<file path="config.mk">
export PLATFORM = sky130hd
export DESIGN_NAME = sound_pit
export DESIGN_NICKNAME = d
export VERILOG_FILES = /design/src/rtl/sound_pit.sv
export SDC_FILE = /design/constraint.sdc
export NUM_CORES = 1
export LEC_CHECK = 0
export CAP_MARGIN = 20
export CORE_UTILIZATION = 30
export DETAILED_ROUTE_END_ITERATION = 10
export PLACE_DENSITY = 0.5
export SYNTH_ARGS = -nofsm -noshare
export SYNTH_HDL_FRONTEND = slang
export SYNTH_SLANG_ARGS = --single-unit
</file>
<file path="constraint.sdc">
create_clock -name clk -period 4.05 [get_ports clk]
set_input_delay 0.81 -clock clk [delete_from_list [all_inputs] [get_ports clk]]
set_output_delay 0.81 -clock clk [all_outputs]
set_load 0.01 [all_outputs]
</file>
<file path="src/rtl/sound_pit.sv">
// Three-channel 8253-style interval timer (binary, GATE high, modes 0/2/3) for the RK86 beeper.
// The OR of the channel outputs is registered onto pulse for the PWM sound codec.
module sound_pit (
  input  logic       clk,
  input  logic       reset,
  input  logic       ce,
  input  logic       cs,
  input  logic       wr,
  input  logic       rd,
  input  logic [1:0] addr,
  input  logic [7:0] din,
  output logic [7:0] dout,
  output logic [2:0] out,
  output logic       pulse
);

  localparam int unsigned NCH = 3;
  localparam int unsigned CW  = 16;

  localparam logic [1:0] MODE0 = 2'd0;
  localparam logic [1:0] MODE2 = 2'd2;
  localparam logic [1:0] MODE3 = 2'd3;

  localparam logic [1:0] RW_LATCH = 2'd0;
  localparam logic [1:0] RW_LSB   = 2'd1;
  localparam logic [1:0] RW_MSB   = 2'd2;
  localparam logic [1:0] RW_WORD  = 2'd3;

  logic [1:0]     mode_q   [NCH];
  logic [1:0]     mode_d   [NCH];
  logic [1:0]     rw_q     [NCH];
  logic [1:0]     rw_d     [NCH];
  logic [CW-1:0]  cnt_q    [NCH];
  logic [CW-1:0]  cnt_d    [NCH];
  logic [CW-1:0]  reload_q [NCH];
  logic [CW-1:0]  reload_d [NCH];
  logic [CW-1:0]  latch_q  [NCH];
  logic [CW-1:0]  latch_d  [NCH];
  logic [7:0]     lsb_q    [NCH];
  logic [7:0]     lsb_d    [NCH];
  logic [NCH-1:0] run_q, run_d;
  logic [NCH-1:0] pend_q, pend_d;
  logic [NCH-1:0] wflip_q, wflip_d;
  logic [NCH-1:0] rflip_q, rflip_d;
  logic [NCH-1:0] latched_q, latched_d;
  logic [NCH-1:0] out_q, out_d;
  logic [7:0]     dout_q, dout_d;
  logic           pulse_q;

  logic           wr_en_c, rd_en_c;
  logic [NCH-1:0] sel_c, ctrl_hit_c, latch_hit_c, cw_hit_c, complete_c, restart_c;
  logic [CW-1:0]  new_n_c [NCH];
  logic [1:0]     mode_dec_c;
  logic [CW-1:0]  rd_src_c;

  // Mode 3 half-period load: odd N splits into (N+1)/2 high and (N-1)/2 low ticks.
  function automatic logic [CW-1:0] half_load(input logic [CW-1:0] n, input logic hi);
    if (!n[0]) return n;
    return hi ? n + 16'd1 : n - 16'd1;
  endfunction

  // Bus decode: which channel each write hits and whether it completes a count.
  always_comb begin
    wr_en_c    = cs & wr;
    rd_en_c    = cs & rd & ~wr;
    mode_dec_c = (din[2:1] == 2'b10) ? MODE2 : (din[2:1] == 2'b11) ? MODE3 : MODE0;
    for (int i = 0; i < int'(NCH); i++) begin
      sel_c[i]       = wr_en_c && (addr == 2'd3) && (din[7:6] == 2'(i));
      ctrl_hit_c[i]  = sel_c[i] && (din[5:4] != RW_LATCH);
      latch_hit_c[i] = sel_c[i] && (din[5:4] == RW_LATCH);
      cw_hit_c[i]    = wr_en_c && (addr == 2'(i));
      complete_c[i]  = cw_hit_c[i] && ((rw_q[i] != RW_WORD) || wflip_q[i]);
      restart_c[i]   = complete_c[i] && ((mode_q[i] == MODE0) || !run_q[i]);
      case (rw_q[i])
        RW_LSB:  new_n_c[i] = {8'h00, din};
        RW_MSB:  new_n_c[i] = {din, 8'h00};
        default: new_n_c[i] = {din, lsb_q[i]};
      endcase
    end
  end

  // Channel next-state: control write, count write, load and counting per ce.
  always_comb begin
    dout_d    = dout_q;
    rd_src_c  = '0;
    run_d     = run_q;
    pend_d    = pend_q;
    wflip_d   = wflip_q;
    rflip_d   = rflip_q;
    latched_d = latched_q;
    out_d     = out_q;
    for (int i = 0; i < int'(NCH); i++) begin
      mode_d[i]   = mode_q[i];
      rw_d[i]     = rw_q[i];
      cnt_d[i]    = cnt_q[i];
      reload_d[i] = reload_q[i];
      latch_d[i]  = latch_q[i];
      lsb_d[i]    = lsb_q[i];

      if (ctrl_hit_c[i]) begin
        rw_d[i]    = din[5:4];
        mode_d[i]  = mode_dec_c;
        run_d[i]   = 1'b0;
        pend_d[i]  = 1'b0;
        wflip_d[i] = 1'b0;
        rflip_d[i] = 1'b0;
        out_d[i]   = (mode_dec_c != MODE0);
      end else begin
        if (latch_hit_c[i] && !latched_q[i]) begin
          latch_d[i]   = cnt_q[i];
          latched_d[i] = 1'b1;
        end
        if (cw_hit_c[i] && !complete_c[i]) begin
          lsb_d[i]   = din;
          wflip_d[i] = 1'b1;
        end
        if (complete_c[i]) begin
          wflip_d[i]  = 1'b0;
          reload_d[i] = new_n_c[i];
        end
        // A running mode 2/3 channel keeps its period; the new N waits for its reload.
        if (restart_c[i]) begin
          pend_d[i] = 1'b1;
          run_d[i]  = 1'b0;
          if (mode_q[i] == MODE0) out_d[i] = 1'b0;
        end else if (ce) begin
          if (pend_q[i]) begin
            pend_d[i] = 1'b0;
            run_d[i]  = 1'b1;
            case (mode_q[i])
              MODE3: begin
                cnt_d[i] = half_load(reload_q[i], 1'b1);
                out_d[i] = 1'b1;
              end
              MODE2: begin
                cnt_d[i] = reload_q[i];
                out_d[i] = 1'b1;
              end
              default: cnt_d[i] = reload_q[i];
            endcase
          end else if (run_q[i]) begin
            case (mode_q[i])
              MODE3: begin
                if (cnt_q[i] == 16'd2) begin
                  out_d[i] = (reload_q[i] == 16'd1) || !out_q[i];
                  cnt_d[i] = half_load(reload_q[i], (reload_q[i] == 16'd1) || !out_q[i]);
                end else begin
                  cnt_d[i] = cnt_q[i] - 16'd2;
                end
              end
              MODE2: begin
                if (cnt_q[i] == 16'd1) begin
                  cnt_d[i] = reload_q[i];
                  out_d[i] = 1'b1;
                end else begin
                  cnt_d[i] = cnt_q[i] - 16'd1;
                  out_d[i] = (cnt_q[i] != 16'd2);
                end
              end
              default: begin
                cnt_d[i] = cnt_q[i] - 16'd1;
                if (cnt_q[i] == 16'd1) out_d[i] = 1'b1;
              end
            endcase
          end
        end
      end
    end

    // Read path: latch takes priority over the live count; RW picks the byte order.
    if (rd_en_c) begin
      if (addr == 2'd3) begin
        dout_d = 8'hFF;
      end else begin
        for (int i = 0; i < int'(NCH); i++) begin
          if (addr == 2'(i)) begin
            rd_src_c = latched_q[i] ? latch_q[i] : cnt_q[i];
            case (rw_q[i])
              RW_MSB: begin
                dout_d       = rd_src_c[15:8];
                latched_d[i] = 1'b0;
              end
              RW_WORD: begin
                dout_d     = rflip_q[i] ? rd_src_c[15:8] : rd_src_c[7:0];
                rflip_d[i] = !rflip_q[i];
                if (rflip_q[i]) latched_d[i] = 1'b0;
              end
              default: begin
                dout_d       = rd_src_c[7:0];
                latched_d[i] = 1'b0;
              end
            endcase
          end
        end
      end
    end
  end

  always_ff @(posedge clk) begin
    if (reset) begin
      for (int i = 0; i < int'(NCH); i++) begin
        mode_q[i]   <= MODE0;
        rw_q[i]     <= RW_WORD;
        cnt_q[i]    <= '0;
        reload_q[i] <= '0;
        latch_q[i]  <= '0;
        lsb_q[i]    <= '0;
      end
      run_q     <= '0;
      pend_q    <= '0;
      wflip_q   <= '0;
      rflip_q   <= '0;
      latched_q <= '0;
      out_q     <= '0;
      dout_q    <= '0;
      pulse_q   <= 1'b0;
    end else begin
      for (int i = 0; i < int'(NCH); i++) begin
        mode_q[i]   <= mode_d[i];
        rw_q[i]     <= rw_d[i];
        cnt_q[i]    <= cnt_d[i];
        reload_q[i] <= reload_d[i];
        latch_q[i]  <= latch_d[i];
        lsb_q[i]    <= lsb_d[i];
      end
      run_q     <= run_d;
      pend_q    <= pend_d;
      wflip_q   <= wflip_d;
      rflip_q   <= rflip_d;
      latched_q <= latched_d;
      out_q     <= out_d;
      dout_q    <= dout_d;
      pulse_q   <= |out_q;
    end
  end

  assign dout  = dout_q;
  assign out   = out_q;
  assign pulse = pulse_q;

endmodule

</file>
==> report_table.html <==
<table>
<tr><th>Metric</th><th>Value</th></tr>
<tr><th colspan="2">Drt</th></tr>
<tr><td>Post-route ant nets</td><td>0</td></tr>
<tr><td>Post-route DRC</td><td>0</td></tr>
<tr><td>Starting DRT DRC Count</td><td>~1400</td></tr>
<tr><td>Vias per Instance</td><td>5.619</td></tr>
<tr><td>Routed wire length</td><td>a little over 50 mm</td></tr>
<tr><td>Pre-antenna DRT Iters</td><td>5</td></tr>
<tr><td>Total via count in the routed design</td><td>between 10000 and 15000</td></tr>
<tr><td>Routed length per instance</td><td>approximately 20 um</td></tr>
<tr><th colspan="2">Placement</th></tr>
<tr><td>Number of placed instances, taps included</td><td>2567</td></tr>
<tr><td>Final Wtd Congestion</td><td>a little under 0.9</td></tr>
<tr><td>Post-placement worst setup slack</td><td>0.4460 ns</td></tr>
<tr><td>Detailed-placement wirelength estimate</td><td>~37 mm</td></tr>
<tr><td>Quantity of I/O buffers inserted on ports</td><td>27</td></tr>
<tr><td>Placed Area</td><td>0.01572 mm2</td></tr>
<tr><th colspan="2">Layout</th></tr>
<tr><td>Area occupied by multi-input gates</td><td>around 0.0098 mm2</td></tr>
<tr><td>Summed area of non-filler cells in the final layout</td><td>between 0.015 and 0.02 mm2</td></tr>
<tr><td>Area Overhead vs Synth</td><td>11.56%</td></tr>
<tr><td>Footprint of the flip-flops and latches</td><td>0.004144 mm2</td></tr>
<tr><td>Count of fill cells added during filler insertion</td><td>5236</td></tr>
<tr><td>Final Instance Count excl. Fillers</td><td>between 2000 and 3000</td></tr>
<tr><td>Share of post-route cells with drive strength above 1</td><td>approximately 7.7%</td></tr>
<tr><td>Core occupancy in the finished layout</td><td>33.99%</td></tr>
<tr><td>Net count reported at finish</td><td>~2000</td></tr>
<tr><td>Antenna Cells</td><td>0</td></tr>
<tr><th colspan="2">Worst setup path</th></tr>
<tr><td>Max stage delay cell, worst path</td><td>sky130_fd_sc_hd__a2111oi_0</td></tr>
<tr><td>Critical Path AT</td><td>slightly below 4 ns</td></tr>
<tr><td>Class of the most critical setup path</td><td>register to register</td></tr>
<tr><td>Reg-to-reg critical path startpoint</td><td>cnt_q[0][8]$_SDFFE_PP0P_</td></tr>
<tr><td>Required time at the endpoint of the critical path</td><td>4.49 ns</td></tr>
<tr><td>Peak per-stage delay on the critical path</td><td>just under 0.9 ns</td></tr>
<tr><td>CP cell instances</td><td>or4_4 &gt; or4_4 &gt; or2_0 &gt; a2111oi_0 &gt; o21ai_1 &gt; mux2i_1 &gt; nor2_1</td></tr>
<tr><td>Largest fanout on the critical path</td><td>10</td></tr>
<tr><td>Critical path endpoint category</td><td>register</td></tr>
<tr><td>Beginning of the critical path</td><td>cnt_q[0][8]$_SDFFE_PP0P_</td></tr>
<tr><td>Startpoint types</td><td>register</td></tr>
<tr><td>Most frequent CP cell</td><td>sky130_fd_sc_hd__or4_4</td></tr>
<tr><th colspan="2">Clocking</th></tr>
<tr><td>Number of buffers created by CTS</td><td>27</td></tr>
<tr><td>Cell chosen for the clock root</td><td>sky130_fd_sc_hd__clkbuf_16</td></tr>
<tr><td>Number of clock sinks seen by CTS</td><td>~210</td></tr>
<tr><td>Max clock buf depth</td><td>3</td></tr>
<tr><td>Count of buffers added by post-CTS timing repair for setup</td><td>0</td></tr>
<tr><td>Hold bufs inserted after CTS</td><td>0</td></tr>
<tr><td>Worst skew pair latency</td><td>a little under 0.6 ns</td></tr>
<tr><td>Number of gates resized after CTS</td><td>0</td></tr>
<tr><td>Level count of the clock H-tree</td><td>1</td></tr>
<tr><td>Clock transition at path regs</td><td>around 0.06 ns</td></tr>
<tr><td>TritonCTS clock tree</td><td>built</td></tr>
<tr><th colspan="2">Timing</th></tr>
<tr><td>Final hold violations</td><td>0</td></tr>
<tr><td>Achievable frequency</td><td>roughly 0.3 GHz</td></tr>
<tr><td>Setup tns final</td><td>0 ns</td></tr>
<tr><td>WHS</td><td>0.4595 ns</td></tr>
<tr><td>Transition time of the tightest slew-check pin</td><td>1.112 ns</td></tr>
<tr><td>Post-route fraction of the period consumed by the critical path</td><td>84.25%</td></tr>
<tr><td>Post-route clock skew</td><td>0.02777 ns</td></tr>
<tr><td>Shortest clock period the worst path allows after layout</td><td>3.412 ns</td></tr>
<tr><td>Unrepaired setup endpoints after global routing</td><td>no</td></tr>
<tr><td>Setup violation total in the final timing report</td><td>0</td></tr>
<tr><td>Number of slew-limit violations in the final report</td><td>0</td></tr>
<tr><td>Rel. slew slack</td><td>25.78%</td></tr>
<tr><td>Setup slack after layout</td><td>0.6377 ns</td></tr>
<tr><th colspan="2">Power</th></tr>
<tr><td>Peak supply drop</td><td>between 0.3 and 0.4 mV</td></tr>
<tr><td>Power per unit of standard cell area</td><td>around 290 mW/mm2</td></tr>
<tr><td>Design Power</td><td>4.836 mW</td></tr>
<tr><td>Clock power share</td><td>between 50% and 60%</td></tr>
<tr><td>Proportion of total power due to net switching</td><td>around a quarter</td></tr>
<tr><td>Cell internal power dissipation</td><td>between 3 and 4 mW</td></tr>
<tr><td>Net switching power of the design</td><td>approximately 1.2 mW</td></tr>
<tr><td>Part of the total power dissipated in sequential elements</td><td>42.9%</td></tr>
<tr><td>Part of the total power dissipated in combinational logic</td><td>5.8%</td></tr>
<tr><td>Leakage power</td><td>roughly 5.6 nW</td></tr>
<tr><th colspan="2">Logic synthesis</th></tr>
<tr><td>Cell type with the highest aggregate area in the netlist</td><td>sky130_fd_sc_hd__dfxtp_1</td></tr>
<tr><td>Leading post-synthesis cells by cell area</td><td>sky130_fd_sc_hd__dfxtp_1 28%, sky130_fd_sc_hd__mux2i_1 8.1%, sky130_fd_sc_hd__nor2_1 6.3%</td></tr>
<tr><td>Synth Cell Area</td><td>0.01491 mm2</td></tr>
<tr><td>Number of flip-flops and latches in the synthesized netlist</td><td>207</td></tr>
<tr><td>Total number of yosys warnings</td><td>0</td></tr>
<tr><td>Count of mapped cells out of synthesis</td><td>2013</td></tr>
<tr><td>Most used standard cell by instance count after synthesis</td><td>sky130_fd_sc_hd__nor2_1</td></tr>
<tr><td>Number of distinct library cells after synthesis</td><td>85</td></tr>
<tr><td>Post-synth top area share</td><td>roughly 28%</td></tr>
<tr><td>Most instantiated cells after synthesis</td><td>250 x sky130_fd_sc_hd__nor2_1, 207 x sky130_fd_sc_hd__dfxtp_1, 194 x sky130_fd_sc_hd__nand2_1</td></tr>
<tr><td>Syn nets</td><td>2066</td></tr>
<tr><td>Number of enable flip-flop cells after synthesis</td><td>0</td></tr>
<tr><td>Sequential area share after synthesis</td><td>around 28%</td></tr>
<tr><td>Most instantiated flip-flop cell in the synthesis netlist</td><td>sky130_fd_sc_hd__dfxtp_1</td></tr>
<tr><td>Mean Syn Cell Area</td><td>about 7.4 um2</td></tr>
<tr><td>Fraction of registers with async set/reset</td><td>0%</td></tr>
<tr><th colspan="2">Global route</th></tr>
<tr><td>Number of global-route vias before repair</td><td>~14000</td></tr>
<tr><td>Maximum number of pins on one net before global-route repair</td><td>66</td></tr>
<tr><td>Tot GR Track Use</td><td>19.79%</td></tr>
<tr><td>Global-route wire length before repair</td><td>80.30 mm</td></tr>
<tr><td>Global-route congestion overflow total</td><td>0</td></tr>
<tr><td>Number of antenna violations at the first check in global routing</td><td>0</td></tr>
<tr><th colspan="2">Die</th></tr>
<tr><td>Overall die width</td><td>~220 um</td></tr>
<tr><td>Top-Level Pins</td><td>28</td></tr>
<tr><td>Total number of placement rows</td><td>81</td></tr>
<tr><td>Placeable core area</td><td>between 0.04 and 0.05 mm2</td></tr>
<tr><td>Starting Density</td><td>30.47%</td></tr>
<tr><td>Overall die area</td><td>between 0.05 and 0.06 mm2</td></tr>
<tr><td>Vertical die dimension</td><td>around 220 um</td></tr>
<tr><th colspan="2">Job</th></tr>
<tr><td>Number of max-cap violations</td><td>0</td></tr>
<tr><th colspan="2">Min path</th></tr>
<tr><td>Hold path startpoint</td><td>lsb_q[0][14]$_SDFFE_PP0P_</td></tr>
<tr><td>Kind of path behind the tightest hold check</td><td>register to register</td></tr>
<tr><th colspan="2">Status</th></tr>
<tr><td>Outcome</td><td>finished clean</td></tr>
</table>
==> power by group through the flow <==
stage	Clock (mW)	Sequential (mW)	Combinational (mW)
after global routing	2.61	2.08	0.307
final	2.48	2.08	0.283
after detailed placement	0	2.12	0.280
after global placement	0	2.12	0.279
after floorplan	0	2.11	0.182
after CTS	2.54	2.07	0.282
==> flip-flops by register name, indices dropped and copies added (netlist names), 6 cells and up <==
| name | flops |
|---|---|
| reload_q | 48 |
| cnt_q | 48 |
| latch_q | 48 |
| mode_q | 6 |
| dout | 8 |
| lsb_q | 24 |
| rw_q | 6 |
==> path summary, 6_finish.rpt <==
check / endpoint / slack (ns) / depth (start not counted)
worst max register to register: out[0]$_SDFFE_PP0P_ / 0.64 / 7
worst min register to register: lsb_q[0][14]$_SDFFE_PP0P_ / 0.46 / 2
worst max-delay path: out[0]$_SDFFE_PP0P_ / 0.64 / 7
worst min-delay path: lsb_q[0][14]$_SDFFE_PP0P_ / 0.46 / 2
==> worst max-delay path, delay by kind of cell, from the launching register on <==
kind               cells  cell delay [ns]
AOI/OAI and AO/OA      2             1.00
DFF                    1             0.43
and+or+nand+nor        4             1.70
muxes                  1             0.15
==> cell type report <==
| cell class | count | area share (%) |
|---|---|---|
| repair buffers | 91 | 4.670 |
| flip-flops and latches | 207 | 24.91 |
| inverters | 36 | 0.8122 |
| clock inverters | 10 | 0.6994 |
| clock buffers | 40 | 4.776 |
| multi-input cells | 1570 | 59.14 |
| well taps | 664 | 4.994 |
==> cells in the final DEF (no fill, tap or decap), types with 9 or more instances in the layout <==
cell,n
sky130_fd_sc_hd__a2111oi_0,9
sky130_fd_sc_hd__a211oi_1,63
sky130_fd_sc_hd__a21o_1,10
sky130_fd_sc_hd__a21oi_1,123
sky130_fd_sc_hd__a221oi_1,10
sky130_fd_sc_hd__a311oi_1,14
sky130_fd_sc_hd__a31oi_1,20
sky130_fd_sc_hd__and2_1,13
sky130_fd_sc_hd__and3_1,19
sky130_fd_sc_hd__buf_4,62
sky130_fd_sc_hd__clkbuf_16,27
sky130_fd_sc_hd__clkdlybuf4s50_1,26
sky130_fd_sc_hd__dfxtp_1,207
sky130_fd_sc_hd__ha_1,37
sky130_fd_sc_hd__inv_1,35
sky130_fd_sc_hd__mux2i_1,121
sky130_fd_sc_hd__nand2_1,194
sky130_fd_sc_hd__nand2b_1,11
sky130_fd_sc_hd__nand3_1,116
sky130_fd_sc_hd__nand4_1,27
sky130_fd_sc_hd__nor2_1,249
sky130_fd_sc_hd__nor2b_1,14
sky130_fd_sc_hd__nor3_1,61
sky130_fd_sc_hd__nor4_1,19
sky130_fd_sc_hd__o211ai_1,20
sky130_fd_sc_hd__o21ai_0,95
sky130_fd_sc_hd__o221ai_1,16
sky130_fd_sc_hd__o22ai_1,26
sky130_fd_sc_hd__or3_1,14
sky130_fd_sc_hd__or4_1,14
sky130_fd_sc_hd__xnor2_1,67
sky130_fd_sc_hd__xor2_1,59
==> cell families after synthesis <==
group,after synthesis,share of synthesized area [%]
AND/OR/NAND/NOR,799,25.51
AO/OA/AOI/OAI,483,21.48
buffers and inverters,236,6.292
flip-flops,207,27.79
XOR/XNOR,126,7.400
multiplexers,125,8.423
adder cells (fa/ha/maj),37,3.104
==> routing by layer <==
metal,GRT usage (%),vias to the layer above,share of wire (%)
met5,0,-,0
met1,27.88,7089,48
li1,-,7090,-
met2,31.75,460,45
met3,2.190,71,4.9
met4,5.376,0,2.3
Note: power is estimated with default switching activity, not from simulation.
